==> config.mk <==
export PLATFORM = sky130hd
export DESIGN_NAME = mem_access_seq
export DESIGN_NICKNAME = d
export VERILOG_FILES = /design/src/rtl/mem_access_seq.sv
export SDC_FILE = /design/constraint.sdc
export NUM_CORES = 1
export LEC_CHECK = 0
export CAP_MARGIN = 10
export CORE_UTILIZATION = 33
export DETAILED_ROUTE_END_ITERATION = 8
export PLACE_DENSITY = 0.63
export SYNTH_ARGS = -nofsm -noshare
export SYNTH_HDL_FRONTEND = slang
export SYNTH_SLANG_ARGS = --single-unit
==> constraint.sdc <==
create_clock -name clk -period 3.9 [get_ports clk]
set_input_delay 0.39 -clock clk [delete_from_list [all_inputs] [get_ports clk]]
set_output_delay 0.39 -clock clk [all_outputs]
set_load 0.005 [all_outputs]
==> src/rtl/mem_access_seq.sv <==
// Multicycle load/store sequencer: drives the IorD select, waits out memory read latency,
// performs read-modify-write for sub-word stores and extracts/extends loaded data.
module mem_access_seq #(
    parameter int unsigned MEM_LAT = 2
) (
    input  logic        clk,
    input  logic        reset,
    input  logic        req_valid,
    input  logic        req_write,
    input  logic [1:0]  req_size,
    input  logic        req_sign,
    input  logic [2:0]  req_src,
    input  logic [1:0]  addr_lo,
    input  logic [31:0] wdata,
    input  logic [31:0] mem_rdata,
    output logic [2:0]  iord_sel,
    output logic        mem_wr,
    output logic [31:0] mem_wdata,
    output logic [31:0] rdata,
    output logic        busy,
    output logic        done,
    output logic        err
);

    localparam int unsigned CntW = (MEM_LAT > 1) ? $clog2(MEM_LAT) : 1;
    localparam logic [CntW-1:0] CntLast = CntW'(MEM_LAT - 1);

    typedef enum logic [1:0] {StIdle, StRead, StWrite, StDone} state_e;

    state_e          state_q;
    logic            write_q;
    logic [1:0]      size_q;
    logic            sign_q;
    logic [2:0]      src_q;
    logic [1:0]      addr_q;
    logic [15:0]     wdata_q;
    logic [CntW-1:0] cnt_q;

    logic            req_err;
    logic [7:0]      rd_byte;
    logic [15:0]     rd_half;
    logic [31:0]     load_val;
    logic [31:0]     merge_val;

    assign req_err = (req_size == 2'b11) ||
                     (req_size == 2'b00 && addr_lo != 2'b00) ||
                     (req_size == 2'b01 && addr_lo[0]);

    // Select follows the incoming request in the accept cycle so the address is ready at T0.
    assign iord_sel = (state_q == StIdle && req_valid && !reset) ? req_src : src_q;

    always_comb begin
        rd_byte   = mem_rdata[{addr_q, 3'b000} +: 8];
        rd_half   = addr_q[1] ? mem_rdata[31:16] : mem_rdata[15:0];
        load_val  = mem_rdata;
        merge_val = mem_rdata;
        unique case (size_q)
            2'b01: begin
                load_val = {{16{sign_q & rd_half[15]}}, rd_half};
                merge_val[{addr_q[1], 4'b0000} +: 16] = wdata_q;
            end
            2'b10: begin
                load_val = {{24{sign_q & rd_byte[7]}}, rd_byte};
                merge_val[{addr_q, 3'b000} +: 8] = wdata_q[7:0];
            end
            default: begin
                load_val  = mem_rdata;
                merge_val = mem_rdata;
            end
        endcase
    end

    always_ff @(posedge clk or posedge reset) begin
        if (reset) begin
            state_q   <= StIdle;
            write_q   <= 1'b0;
            size_q    <= 2'b00;
            sign_q    <= 1'b0;
            src_q     <= 3'd0;
            addr_q    <= 2'b00;
            wdata_q   <= 16'h0;
            cnt_q     <= '0;
            mem_wr    <= 1'b0;
            mem_wdata <= 32'h0;
            rdata     <= 32'h0;
            busy      <= 1'b0;
            done      <= 1'b0;
            err       <= 1'b0;
        end else begin
            mem_wr <= 1'b0;
            done   <= 1'b0;
            err    <= 1'b0;
            unique case (state_q)
                StIdle: begin
                    if (req_valid) begin
                        write_q <= req_write;
                        size_q  <= req_size;
                        sign_q  <= req_sign;
                        src_q   <= req_src;
                        addr_q  <= addr_lo;
                        wdata_q <= wdata[15:0];
                        cnt_q   <= '0;
                        busy    <= 1'b1;
                        if (req_err) begin
                            state_q <= StDone;
                            done    <= 1'b1;
                            err     <= 1'b1;
                        end else if (req_write && req_size == 2'b00) begin
                            state_q   <= StWrite;
                            mem_wr    <= 1'b1;
                            mem_wdata <= wdata;
                        end else begin
                            state_q <= StRead;
                        end
                    end
                end
                StRead: begin
                    // mem_rdata is valid only in the last READ cycle.
                    if (cnt_q == CntLast) begin
                        if (write_q) begin
                            state_q   <= StWrite;
                            mem_wr    <= 1'b1;
                            mem_wdata <= merge_val;
                        end else begin
                            state_q <= StDone;
                            rdata   <= load_val;
                            done    <= 1'b1;
                        end
                    end else begin
                        cnt_q <= cnt_q + CntW'(1);
                    end
                end
                StWrite: begin
                    state_q <= StDone;
                    done    <= 1'b1;
                end
                StDone: begin
                    state_q <= StIdle;
                    busy    <= 1'b0;
                end
                default: state_q <= StIdle;
            endcase
        end
    end

endmodule

==> Word level (Yosys, flattened, before mapping) <==
Cells that the tools add are included.
{ "classes": {"addsub": 3, "n_eq_ne": 12, "n_shift": 5, "n_mux": 35, "n_bitwise": 3, "n_reduce_logical": 19} }
{ "ops": {"columns": ["cell", "n"], "rows": [
  ["case mux 32 bit (2 select lines)", 3],
  ["two-way mux 32 bit", 5],
  ["bitwise mux 32 bit", 2],
  ["variable shift 16 x 7 -> 32 bit, first input constant", 1],
  ["variable shift 8 x 7 -> 32 bit, first input constant", 1],
  ["indexed part select 16 x 7 -> 32 bit", 1],
  ["indexed part select 32 x 6 -> 8 bit", 1],
  ["indexed part select 8 x 7 -> 32 bit", 1],
  ["two-way mux 16 bit", 1],
  ["two-way mux 1 bit", 14],
  ["negator 5 -> 7 bit", 2],
  ["== test 2 bit, second input constant", 4],
  ["two-way mux 2 bit", 4],
  ["!= test 2 bit, second input constant", 4],
  ["case mux 2 bit (4 select lines)", 1],
  ["AND reduction 2 bit", 4],
  ["== test 2 x 1 -> 1 bit, second input constant", 3],
  ["case mux 1 bit (2 select lines)", 3],
  ["AND reduction 6 bit", 1],
  ["nonzero test 2 bit", 3],
  ["logical AND 1 bit", 5],
  ["logical NOT 2 bit", 2],
  ["two-way mux 3 bit", 1],
  ["case mux 1 bit (3 select lines)", 1],
  ["other kinds (7)", 9]
]} }
{ "totals": {"register_bits": 96, "in_bits": 76, "out_inout_bits": 71, "word_cells": 91} }

==> Depth between registers and ports, before layout <==
Gate-level depths: netlist of the first run.
{ "logic_depth": {"depth_word": 7, "mapped_depth": 10, "depth_no_buf": 6} }

==> Worst setup path after synthesis of the first run <==
No wires, ideal clock.
{ "synth_path": {"path_kind": "register to register", "from": "register addr_q[1]", "to": "register mem_wdata[16]", "setup_ns": 0.064, "t_arrival_ns": 2.292, "t_required_ns": 3.836, "path_slack_ns": 1.544, "stages_incl_launch_ff": 11, "n_path_buf": 4, "period_less_slack_ns": 2.356, "cell_sequence": "dfrtp_1 -> buf_6 -> clkbuf_1 -> buf_2 -> inv_1 -> ha_1 -> nor3b_2 -> buf_2 -> nand4_1 -> a41oi_1 -> mux2_2"} }
{ "synth_between": {"elab_chain_cells": 7} }
{ "synth_rtl": {"columns": ["item", "line_no", "source"], "rows": [
  ["from (decl)", "35", "logic [1:0] addr_q;"],
  ["from (signal assigned)", "100", "addr_q <= addr_lo;"],
  ["negator 5 -> 7 bit (on tied branches)", "60, 64", null],
  ["indexed part select 16 x 7 -> 32 bit, or another cell as far along", "60", "merge_val[{addr_q[1], 4'b0000} +: 16] = wdata_q;"],
  ["bitwise mux 32 bit (on tied branches)", "60, 64", null],
  ["case mux 32 bit (2 select lines) (*)", "57", "unique case (size_q)"],
  ["two-way mux 32 bit (*)", "120", "if (write_q) begin"],
  ["two-way mux 32 bit (*)", "119", "if (cnt_q == CntLast) begin"],
  ["case mux 32 bit (2 select lines) (*)", "93", "unique case (state_q)"],
  ["to (signal assigned)", "111", "mem_wdata <= wdata;"],
  ["to (signal assigned)", "123", "mem_wdata <= merge_val;"],
  ["to (decl)", "18", "output logic [31:0] mem_wdata,"]
]} }
Mark *: on every way between the ends. The rest lies on a longest branch, timed or not. The select of a mux whose other input is x is not followed.
A chain may end at the register's enable or synchronous reset.

==> Worst setup path after layout of the first run <==
{ "layout_path": {"from": "register state_q[0]", "to": "output iord_sel[0]"} }
{ "layout_between": {"elab_chain_cells": 4} }
{ "layout_rtl": {"columns": ["item", "line_no", "source"], "rows": [
  ["from (decl)", "30", "state_e state_q;"],
  ["from (signal assigned)", "75", "state_q <= StIdle;"],
  ["from (signal assigned)", "105", "state_q <= StDone;"],
  ["from (signal assigned)", "109", "state_q <= StWrite;"],
  ["logical NOT 2 bit", "50", "assign iord_sel = (state_q == StIdle && req_valid && !reset) ? req_src : src_q;"],
  ["logical AND 1 bit (2 in series)", "50", null],
  ["two-way mux 3 bit", "50", null],
  ["to (decl)", "16", "output logic [2:0] iord_sel,"]
]} }
Every way passes these cells.

==> impl_table.tex, run 1 <==
\begin{tabular}{lr}
\hline
Metric & Value \\
\hline
\multicolumn{2}{l}{\textbf{Logic synthesis}} \\
Count of mapped cells out of synthesis & 633 \\
Synth area leader & sky130\_fd\_sc\_hd\_\_dfrtp\_1 \\
Ranking of synthesized cells by area & sky130\_fd\_sc\_hd\_\_dfrtp\_1, sky130\_fd\_sc\_hd\_\_mux2\_2, sky130\_fd\_sc\_hd\_\_mux2\_1, sky130\_fd\_sc\_hd\_\_o21ai\_0, sky130\_fd\_sc\_hd\_\_nand2\_1 \\
Async SR Flop Fraction & between 90\% and 100\% \\
Per-instance average area after synthesis & roughly 9.6 um\^{}2 \\
Warnings from Yosys & 0 \\
Post-synthesis sequential area ratio & 39.4\% \\
Mapped cell area & 6090 um\^{}2 \\
Syn nets & 720 \\
Number of flops mapped to enable cells by yosys & 0 \\
Flop and latch count out of synthesis & 96 \\
Yosys top cell area share & 39.4\% \\
Most used DFF post-synth & sky130\_fd\_sc\_hd\_\_dfrtp\_1 \\
Post-synthesis cell type count & 52 \\
\multicolumn{2}{l}{\textbf{Global routing}} \\
Via count of the first global-routing pass & 5430 \\
Number of antenna violations at the first check in global routing & 0 \\
Global router's overall resource usage & between 20\% and 30\% \\
Wire length of the first global-routing pass & between 30000 and 40000 um \\
Maximum number of pins on one net before global-route repair & 80 \\
Total global routing overflow & 0 \\
\multicolumn{2}{l}{\textbf{Die}} \\
Number of rows created at floorplan & 49 \\
Height of the die & 138 um \\
Floorplan die area & 19000 um\^{}2 \\
Starting utilization of the core area & 33.8\% \\
Count of pins on the block boundary & 147 \\
Die width & $\sim$140 um \\
Floorplan core area & 18000 um\^{}2 \\
\multicolumn{2}{l}{\textbf{Layout}} \\
Area added between synthesis and finish & 31.7\% \\
Filler Cells Inserted & between 1500 and 2000 \\
Number of inserted diodes & 0 \\
Commonest cells after routing, fill and taps aside & sky130\_fd\_sc\_hd\_\_clkdlybuf4s50\_1, sky130\_fd\_sc\_hd\_\_dfrtp\_1, sky130\_fd\_sc\_hd\_\_nand2\_1 \\
Final non-filler cell area & 8030 um\^{}2 \\
Leading cell type in the layout, fill and taps excluded & sky130\_fd\_sc\_hd\_\_clkdlybuf4s50\_1 \\
Layout cell share with drive strength beyond 1 & 14.2\% \\
Nets@finish & around 840 \\
\multicolumn{2}{l}{\textbf{STA}} \\
Final setup vio count & 0 \\
Unrepaired setup endpoints after global routing & no \\
Final max-slew violation count & 0 \\
Max Freq & $\sim$350 MHz \\
Final-report hold violation count & 0 \\
Post-layout minimum cycle time & around 2.8 ns \\
Worst-margin pin slew & $\sim$1.0 ns \\
Final setup skew & between 0.01 and 0.015 ns \\
Worst rel slew slack & a little under a third \\
Setup total negative slack & 0 ns \\
Part of the cycle the worst path needs & 72.6\% \\
\multicolumn{2}{l}{\textbf{Run}} \\
Number of maximum-capacitance violations & 0 \\
\multicolumn{2}{l}{\textbf{Detailed routing}} \\
Remaining design rule violation count & 0 \\
Iteration-0 DRC Markers & 479 \\
Vias/cell & 5.71 \\
Average detailed-routed wire length per instance & $\sim$21 um \\
Remaining antenna violation count after routing & 0 \\
Number of iterations in the first detailed-routing pass & 5 \\
Total number of vias & 5622 \\
Routed Wire Length & between 20000 and 25000 um \\
\multicolumn{2}{l}{\textbf{Min path}} \\
Path class of the lowest-slack min-delay path & register to register \\
\multicolumn{2}{l}{\textbf{Placement}} \\
Placer's final routability congestion estimate & 0.874 \\
Placed wire-length estimate & 14500 um \\
Placed Area & between 7000 and 8000 um\^{}2 \\
Number of I/O port buffers & approximately 150 \\
\multicolumn{2}{l}{\textbf{Worst setup path}} \\
Worst path buffer plus inverter count & 2 \\
Critical path's largest stage delay & 0.45 ns \\
CP Cell Sequence & inv\_1, ha\_1, nand2\_1, nor2\_1, mux2\_2, clkdlybuf4s50\_1 \\
Largest fanout on the critical path & 8 \\
Slowest-stage cell, CP & sky130\_fd\_sc\_hd\_\_clkdlybuf4s50\_1 \\
Kind of capture point of the worst setup path & output port \\
Worst Path Class, Setup & register to output port \\
Critical Path RT & between 3 and 4 ns \\
Critical path data arrival time & 2.44 ns \\
Crit path launch type & register \\
Crit-path leading delay family & buffers and inverters \\
\multicolumn{2}{l}{\textbf{Power}} \\
Worst vdd rail ir drop & 0.340 mV \\
Leakage power & 3.11 nW \\
Power density over the cells & 869 nW/um\^{}2 \\
\multicolumn{2}{l}{\textbf{Outcome}} \\
Outcome & complete, no violations \\
\multicolumn{2}{l}{\textbf{Clock tree}} \\
Skew-Pair Late Insertion Delay & 0.36 ns \\
Clock input transition at the sequential cells of the worst setup and hold paths & 0.06 ns \\
Number of H-tree levels & 3 \\
Buffer levels on the longest clock path & 2 \\
CTS root buf & sky130\_fd\_sc\_hd\_\_clkbuf\_16 \\
Clock tree sinks & 96 \\
Cts hold-fix bufs & 0 \\
Clock tree from TritonCTS & yes \\
Post CTS Setup Buffer Count & 0 \\
Cts bufs inserted & 9 \\
Post-cts sizing count & 0 \\
\hline
\end{tabular}
[through the flow]
stage / instances / worst slack (ns) / util [%] / hold slack (ns) / power, mW
after detailed placement: 968 / 1.39 / 42.8 / 0.474 / 6.02
final: 984 / 1.07 / 44.5 / 0.484 / 6.97
after global routing: 984 / 0.882 / 44.5 / 0.519 / 7.48
after floorplan: 633 / 1.00 / - / 0.469 / 4.44
after global placement: 968 / 1.41 / 42.8 / 0.467 / 5.97
after CTS: 984 / 1.05 / 44.5 / 0.490 / 6.98
[tightest hold or removal path, delay by kind of cell, from the launching register on]
| family | cells | cell delay (ns) |
|---|---|---|
| compound gates | 1 | 0.06 |
| simple gates | 1 | 0.05 |
| flops | 1 | 0.34 |
[final timing paths]
path,startpoint,slack [ns],end,depth (start not counted)
max,state_q[0],1.07,iord_sel[0],6
min,busy,0.48,busy,2
max reg2reg,state_q[1],1.33,mem_wdata[29],7
min reg2reg,busy,0.48,busy,2
max in group asynchronous,reset,2.43,rdata[23],3
min in group asynchronous,reset,0.65,src_q[2],2
[cell type report]
class | count | area (um^2) | share of cell area [%]
clock buffers | 10 | 239 | 2.98
clock inverters | 6 | 68.8 | 0.857
inverters | 13 | 51.3 | 0.639
multi-input cells | 469 | 3400 | 42.4
flip-flops and latches | 96 | 2400 | 29.9
well taps | 229 | 287 | 3.57
repair buffers | 161 | 1570 | 19.6
[registers in the layout, summed over array words and instances, names as in the netlist]
name	flops
cnt_q	1
mem_wdata	32
done	1
rdata	32
state_q	2
err	1
addr_q	2
src_q	3
write_q	1
sign_q	1
size_q	2
wdata_q	16
mem_wr	1
busy	1
[synthesized netlist by cell type, drive strengths merged (2+ instances only)]
cell    number
a21bo        7
a21o         9
a21oi       29
a221oi       8
a311oi       7
a31oi       12
a41oi       22
and2         3
and3         7
buf         23
clkbuf      32
dfrtp       96
ha          11
inv         13
mux2        89
mux2i        3
nand2       61
nand2b       4
nand3       10
nand3b       2
nand4        8
nand4b       2
nor2        38
nor2b       16
nor3b        3
o211ai      13
o21ai       61
o221ai       7
o22ai       24
o311ai       2
[power breakdown]
part | internal, mW | switching [mW] | total (mW)
clock network | 0.517 | 0.420 | 0.937
logic | 1.99 | 2.03 | 4.03
registers | 1.51 | 0.496 | 2.01
total | 4.02 | 2.95 | 6.97
[logic make-up after synthesis]
kind of cell	count (synthesis)	share of synthesized area, %
AND/OR/NAND/NOR	156	12.3
multiplexers	93	17.6
adder cells (fa/ha/maj)	11	2.26
buffers and inverters	68	4.83
flip-flops	96	39.4
AO/OA/AOI/OAI	209	23.6
[metal layers]
metal / global-route usage, % / wire (um) / vias to the layer above
met4: 9.06 / 565 / 0
met3: 3.18 / 1640 / 37
li1: - / - / 2593
met2: 34.6 / 9380 / 236
met5: 0 / 0 / -
met1: 29.8 / 8900 / 2756
(Power assumes the default switching activity.)
==> run 2, diff against run 1 <==
--- a/config.mk
+++ b/config.mk
@@ -8,7 +8,7 @@
 export CAP_MARGIN = 10
 export CORE_UTILIZATION = 33
 export DETAILED_ROUTE_END_ITERATION = 8
-export PLACE_DENSITY = 0.63
+export PLACE_DENSITY = 0.65
 export SYNTH_ARGS = -nofsm -noshare
 export SYNTH_HDL_FRONTEND = slang
 export SYNTH_SLANG_ARGS = --single-unit
==> constraint.sdc (replaced) <==
create_clock -name clk -period 2.4 [get_ports clk]
set_input_delay 0.24 -clock clk [delete_from_list [all_inputs] [get_ports clk]]
set_output_delay 0.24 -clock clk [all_outputs]
set_load 0.005 [all_outputs]
==> impl_table.tex, run 2 (synthesized netlist as in run 1, its figures left out) <==
\begin{tabular}{lr}
\hline
Metric & Value \\
\hline
\multicolumn{2}{l}{\textbf{Clock tree}} \\
Buffer levels on the longest clock path & 2 (unchanged) \\
Cts bufs inserted & 9 (unchanged) \\
Clock tree from TritonCTS & yes \\
Skew-Pair Late Insertion Delay & 0.36 ns (about the same) \\
Clock input transition at the sequential cells of the worst setup and hold paths & 0.07 ns (about the same) \\
Number of H-tree levels & 3 (unchanged) \\
Clock tree sinks & 96 (unchanged) \\
Cts hold-fix bufs & 0 (unchanged) \\
CTS root buf & sky130\_fd\_sc\_hd\_\_clkbuf\_16 \\
\multicolumn{2}{l}{\textbf{Die}} \\
Die width & 138 um (unchanged) \\
Count of pins on the block boundary & 147 (unchanged) \\
Floorplan die area & 19000 um\^{}2 (unchanged) \\
Height of the die & 138 um (unchanged) \\
Floorplan core area & 18000 um\^{}2 (unchanged) \\
Starting utilization of the core area & 33.8\% (unchanged) \\
Number of rows created at floorplan & 49 (unchanged) \\
\multicolumn{2}{l}{\textbf{Layout}} \\
Nets@finish & 861 (+2.9\%) \\
Leading cell type in the layout, fill and taps excluded & sky130\_fd\_sc\_hd\_\_clkdlybuf4s50\_1 \\
Biggest regs & mem\_wdata x32, rdata x32, wdata\_q x16 \\
Area added between synthesis and finish & 36.1\% \\
Layout cell share with drive strength beyond 1 & 17.5\% (+3.3 points) \\
Final non-filler cell area & 8290 um\^{}2 (+3.3\%) \\
Filler Cells Inserted & 1765 (-2.4\%) \\
Final Non-Filler Cells & 1008 (+2.4\%) \\
Number of inserted diodes & 0 (unchanged) \\
Commonest cells after routing, fill and taps aside & sky130\_fd\_sc\_hd\_\_clkdlybuf4s50\_1, sky130\_fd\_sc\_hd\_\_dfrtp\_1, sky130\_fd\_sc\_hd\_\_nand2\_1 \\
\multicolumn{2}{l}{\textbf{Detailed routing}} \\
Number of iterations in the first detailed-routing pass & 5 (unchanged) \\
Remaining design rule violation count & 0 (unchanged) \\
Total number of vias & 5773 (+2.7\%) \\
Average detailed-routed wire length per instance & 20.8 um (about the same) \\
Vias/cell & 5.73 (+0.24\%) \\
Remaining antenna violation count after routing & 0 (unchanged) \\
Iteration-0 DRC Markers & 579 (+21\%) \\
Routed Wire Length & 21000 um (+2.5\%) \\
\multicolumn{2}{l}{\textbf{Worst setup path}} \\
Critical Path RT & 2.16 ns (-1.35 ns) \\
Register-to-register setup slack & 0.13 ns (-1.20 ns) \\
Length in cells of the worst reg-to-reg path & 7 (unchanged) \\
Worst Path Class, Setup & register to output port \\
Crit path launch type & register \\
Critical path data arrival time & 2.04 ns (-0.40 ns) \\
Reg-to-Reg Start & state\_q[1] \\
Slowest-stage cell, CP & sky130\_fd\_sc\_hd\_\_clkdlybuf4s50\_1 \\
Critical path's largest stage delay & 0.44 ns (about the same) \\
Reg-to-reg endpoint & mem\_wdata[29] \\
Largest fanout on the critical path & 3 (-5) \\
CP Cell Sequence & inv\_2, ha\_4, nand2\_2, nor2\_4, mux2\_2, clkdlybuf4s50\_1 \\
Kind of capture point of the worst setup path & output port \\
\multicolumn{2}{l}{\textbf{Global routing}} \\
Total global routing overflow & 0 (unchanged) \\
Global router's overall resource usage & 22.2\% (+0.30 points) \\
Via count of the first global-routing pass & 5355 (-1.4\%) \\
Number of antenna violations at the first check in global routing & 2 (+2) \\
Wire length of the first global-routing pass & 31100 um (+1.5\%) \\
Maximum number of pins on one net before global-route repair & 57 (-29\%) \\
\multicolumn{2}{l}{\textbf{Placement}} \\
Dpl cells & 989 (+2.2\%) \\
Placed wire-length estimate & 15400 um (+5.6\%) \\
Placer's final routability congestion estimate & 0.942 (+7.7\%) \\
Placed Area & 7940 um\^{}2 (+2.8\%) \\
Number of I/O port buffers & 146 (unchanged) \\
\multicolumn{2}{l}{\textbf{STA}} \\
Final setup vio count & 0 (unchanged) \\
Post-layout minimum cycle time & 2.28 ns \\
Max Freq & 439 MHz \\
Final-report hold violation count & 0 (unchanged) \\
Final setup skew & 0.0132 ns (+0.00296 ns) \\
Part of the cycle the worst path needs & 94.9\% \\
Final max-slew violation count & 0 (unchanged) \\
Worst rel slew slack & 59.9\% (+29 points) \\
Worst-margin pin slew & 0.600 ns (-0.433 ns) \\
\multicolumn{2}{l}{\textbf{Power}} \\
Worst vdd rail ir drop & 0.579 mV (+70\%) \\
Power density over the cells & 1410 nW/um\^{}2 (+62\%) \\
Leakage power & 3.25 nW (+4.4\%) \\
\multicolumn{2}{l}{\textbf{Outcome}} \\
Outcome & complete, no violations \\
\multicolumn{2}{l}{\textbf{Run}} \\
Number of maximum-capacitance violations & 0 (unchanged) \\
\multicolumn{2}{l}{\textbf{Min path}} \\
Path class of the lowest-slack min-delay path & input pin to async pin \\
\hline
\end{tabular}
==> run 2: how the worst max path moves through the flow <==
stage	endpoint	cells after the start	slack, ns	start
floorplan	mem_wdata[16]	10	0.04	addr_q[1]
global placement	mem_wdata[25]	6	0.19	state_q[1]
detailed placement	mem_wdata[21]	6	0.17	state_q[1]
CTS	iord_sel[1]	6	0.007	state_q[0]
global route	mem_wdata[28]	7	-0.004	state_q[1]
finish	iord_sel[1]	6	0.12	state_q[0]
==> run 2: metal layers <==
| metal | vias up | global-route usage, % | wire (um) |
|---|---|---|---|
| met5 | - | 0 | 0 |
| met4 | 0 | 7.55 | 534 |
| met3 | 38 | 5.74 | 2020 |
| met2 | 284 | 32.7 | 9250 |
| met1 | 2802 | 31.2 | 9190 |
| li1 | 2649 | - | - |
==> run 2: what timing repair did <==
action                                  CTS  global route
pin swaps                                 0             1
resized for setup                         3             5
endpoints found under the setup margin    3            12
setup buffers                             0             3
==> run 2: where the power goes <==
part	internal [mW]	leakage, nW	switching, mW	total (mW)
Combinational	3.47	1.96	3.52	6.99
Sequential	2.46	1.13	0.722	3.18
Clock	0.843	0.153	0.670	1.51
==> run 2: cell type report <==
class / count / area (um^2) / area share [%]
sequential: 96 / 2400 / 29.0
clock inverter: 6 / 66.3 / 0.800
multi-input combinational: 469 / 3430 / 41.3
tap: 229 / 287 / 3.46
timing repair buffer: 185 / 1820 / 21.9
clock buffer: 10 / 239 / 2.88
inverter: 13 / 52.6 / 0.634
==> run 2: stage by stage <==
stage | power, mW | worst slack (ns) | TNS (ns) | hold WS [ns] | util, %
after floorplan | 7.22 | 0.0439 | 0 | 0.347 | -
after global placement | 9.94 | 0.192 | 0 | 0.472 | 44.0
after detailed placement | 10.0 | 0.170 | 0 | 0.476 | 44.0
after CTS | 11.6 | 0.00689 | 0 | 0.325 | 45.8
after global routing | 12.5 | -0.00447 | -0.00447 | 0.338 | 46.0
final | 11.7 | 0.122 | 0 | 0.322 | 46.0
==> run 2: worst max-delay path, delay by kind of cell, from the launching register on <==
family	cells	cell delay [ns]
and+or+nand+nor	2	0.23
DFF	1	0.41
adders and majority gates	1	0.17
buffers and inverters	2	0.54
muxes	1	0.34
==> run 3, diff against run 2 <==
--- a/config.mk
+++ b/config.mk
@@ -6,9 +6,9 @@
 export NUM_CORES = 1
 export LEC_CHECK = 0
 export CAP_MARGIN = 10
-export CORE_UTILIZATION = 33
+export CORE_UTILIZATION = 46
 export DETAILED_ROUTE_END_ITERATION = 8
-export PLACE_DENSITY = 0.65
+export PLACE_DENSITY = 0.84
 export SYNTH_ARGS = -nofsm -noshare
 export SYNTH_HDL_FRONTEND = slang
 export SYNTH_SLANG_ARGS = --single-unit
==> impl_table.tex, run 3 (synthesized netlist as in run 1, its figures left out) <==
\begin{tabular}{lr}
\hline
Metric & Value \\
\hline
\multicolumn{2}{l}{\textbf{Worst setup path}} \\
Slowest-stage cell, CP & sky130\_fd\_sc\_hd\_\_clkdlybuf4s50\_1 \\
CP Cell Sequence & inv\_2, ha\_4, nand2\_2, nor2\_4, mux2\_2, clkdlybuf4s50\_1 \\
Worst Path Class, Setup & register to output port \\
Length in cells of the worst reg-to-reg path & 7 (unchanged) \\
Worst path buffer plus inverter count & 2 (unchanged) \\
Largest fanout on the critical path & 6 (+3) \\
Kind of capture point of the worst setup path & output port \\
Logic depth of the worst path, buffers included & 6 (unchanged) \\
Critical path's largest stage delay & 0.45 ns (about the same) \\
Critical path data arrival time & 2.10 ns (+0.06 ns) \\
Crit path launch type & register \\
Crit-path leading delay family & buffers and inverters \\
Critical Path RT & 2.16 ns (about the same) \\
\multicolumn{2}{l}{\textbf{Detailed routing}} \\
Remaining design rule violation count & 0 (unchanged) \\
Average detailed-routed wire length per instance & 20.7 um (-0.55\%) \\
Number of iterations in the first detailed-routing pass & 6 (+1) \\
Vias/cell & 6.17 (+7.6\%) \\
Remaining antenna violation count after routing & 0 (unchanged) \\
Iteration-0 DRC Markers & 472 (-18\%) \\
Total number of vias & 5820 (+0.81\%) \\
Routed Wire Length & 19600 um (-6.9\%) \\
\multicolumn{2}{l}{\textbf{Layout}} \\
Total area of sequential cells & 2400 um\^{}2 (unchanged) \\
Area of the multi-input gates & 3420 um\^{}2 (about the same) \\
Area added between synthesis and finish & 32.7\% \\
Layout cell share with drive strength beyond 1 & 16.3\% (-1.1 points) \\
Biggest regs & mem\_wdata x32, rdata x32, wdata\_q x16 \\
Commonest cells after routing, fill and taps aside & sky130\_fd\_sc\_hd\_\_clkdlybuf4s50\_1, sky130\_fd\_sc\_hd\_\_dfrtp\_1, sky130\_fd\_sc\_hd\_\_nand2\_1 \\
Final Non-Filler Cells & 944 (-6.3\%) \\
Filler Cells Inserted & 1026 (-42\%) \\
Number of inserted diodes & 0 (unchanged) \\
Leading cell type in the layout, fill and taps excluded & sky130\_fd\_sc\_hd\_\_clkdlybuf4s50\_1 \\
Nets@finish & 857 (-0.46\%) \\
\multicolumn{2}{l}{\textbf{STA}} \\
Post-layout minimum cycle time & 2.34 ns (+0.0611 ns) \\
Final max-slew violation count & 0 (unchanged) \\
Unrepaired setup endpoints after global routing & no \\
Final-report hold violation count & 0 (unchanged) \\
Max Freq & 428 MHz (-2.6\%) \\
Final setup vio count & 0 (unchanged) \\
Final setup skew & 0.00861 ns (-0.00458 ns) \\
Worst-margin pin slew & 0.636 ns (+0.0354 ns) \\
Worst rel slew slack & 57.5\% (-2.4 points) \\
Part of the cycle the worst path needs & 97.4\% (+2.5 points) \\
Setup total negative slack & 0 ns (unchanged) \\
\multicolumn{2}{l}{\textbf{Clock tree}} \\
Clock tree sinks & 96 (unchanged) \\
Number of H-tree levels & 3 (unchanged) \\
Clock input transition at the sequential cells of the worst setup and hold paths & 0.07 ns (about the same) \\
Buffer levels on the longest clock path & 2 (unchanged) \\
CTS root buf & sky130\_fd\_sc\_hd\_\_clkbuf\_16 \\
Clock tree from TritonCTS & yes \\
Cts bufs inserted & 9 (unchanged) \\
Skew-Pair Late Insertion Delay & 0.35 ns (about the same) \\
\multicolumn{2}{l}{\textbf{Global routing}} \\
Global router's overall resource usage & 29.3\% (+7.1 points) \\
Via count of the first global-routing pass & 5418 (+1.2\%) \\
Maximum number of pins on one net before global-route repair & 93 (+63\%) \\
Wire length of the first global-routing pass & 29600 um (-4.9\%) \\
Total global routing overflow & 0 (unchanged) \\
Number of antenna violations at the first check in global routing & 0 (-2) \\
\multicolumn{2}{l}{\textbf{Die}} \\
Height of the die & 117 um (-15\%) \\
Die width & 117 um (-15\%) \\
Floorplan core area & 12800 um\^{}2 (-29\%) \\
Number of rows created at floorplan & 41 (-16\%) \\
Starting utilization of the core area & 47.7\% (+14 points) \\
Count of pins on the block boundary & 147 (unchanged) \\
Floorplan die area & 13700 um\^{}2 (-28\%) \\
\multicolumn{2}{l}{\textbf{Run}} \\
Number of maximum-capacitance violations & 0 (unchanged) \\
\multicolumn{2}{l}{\textbf{Power}} \\
Leakage power & 3.18 nW (-2.0\%) \\
Power density over the cells & 1400 nW/um\^{}2 (-0.57\%) \\
Worst vdd rail ir drop & 0.607 mV (+4.7\%) \\
\multicolumn{2}{l}{\textbf{Placement}} \\
Number of I/O port buffers & 146 (unchanged) \\
Dpl cells & 928 (-6.2\%) \\
Placed wire-length estimate & 14500 um (-5.8\%) \\
Placer's final routability congestion estimate & 0.929 (-1.3\%) \\
\multicolumn{2}{l}{\textbf{Outcome}} \\
Outcome & complete, no violations \\
\multicolumn{2}{l}{\textbf{Min path}} \\
Path class of the lowest-slack min-delay path & input pin to async pin \\
\hline
\end{tabular}
## run 3: what timing repair did
action / 4_1_cts / 5_1_grt
endpoints found under the setup margin: 3 / 3
pin swaps: 0 / 1
gates cloned: 0 / 0
buffers inserted: 0 / 3
hold buffers: 0 / 0
resized for setup: 6 / 1
hold endpoints to repair: 0 / 0
## run 3: final timing paths
check                                start  slack [ns]            end
worst min-delay path                 reset        0.23       src_q[0]
max in group asynchronous            reset        1.44    wdata_q[15]
worst max-delay path            state_q[0]        0.06    iord_sel[0]
worst min register to register    rdata[7]        0.48       rdata[7]
worst max register to register  state_q[1]        0.24  mem_wdata[10]
min in group clk                  rdata[7]        0.48       rdata[7]
## run 3: power by group
part | internal [mW] | total [mW] | switching [mW]
sequential | 2.46 | 3.12 | 0.657
clock | 0.682 | 1.28 | 0.594
combinational | 3.42 | 6.94 | 3.52
## run 3: per-stage QoR
| stage | worst slack [ns] | instance area (um^2) | util (%) | total power [mW] | hold WS [ns] |
|---|---|---|---|---|---|
| floorplan | 0.0439 | 6100 | - | 7.22 | 0.347 |
| CTS | 0.0128 | 8060 | 63.1 | 11.3 | 0.214 |
| global route | 0.00139 | 8090 | 63.3 | 12.1 | 0.249 |
| global placement | 0.266 | 7800 | 61.1 | 9.70 | 0.462 |
| detailed placement | 0.136 | 7800 | 61.1 | 9.93 | 0.475 |
| finish | 0.0612 | 8090 | 63.3 | 11.3 | 0.230 |
## run 3: area by class of cell
class,instances,area share (%)
clock buffer,11,2.88
clock inverter,2,0.124
inverter,13,0.650
multi-input combinational,469,42.3
sequential,96,29.7
tap,172,2.66
timing repair buffer,181,21.6
## run 3: per-layer routing
layer | GRT usage [%] | vias up | wire, um
met5 | 0 | - | 0
met4 | 14.8 | 0 | 750
met3 | 3.45 | 51 | 1700
met2 | 45.0 | 313 | 8910
met1 | 40.9 | 2820 | 8200
li1 | - | 2636 | -
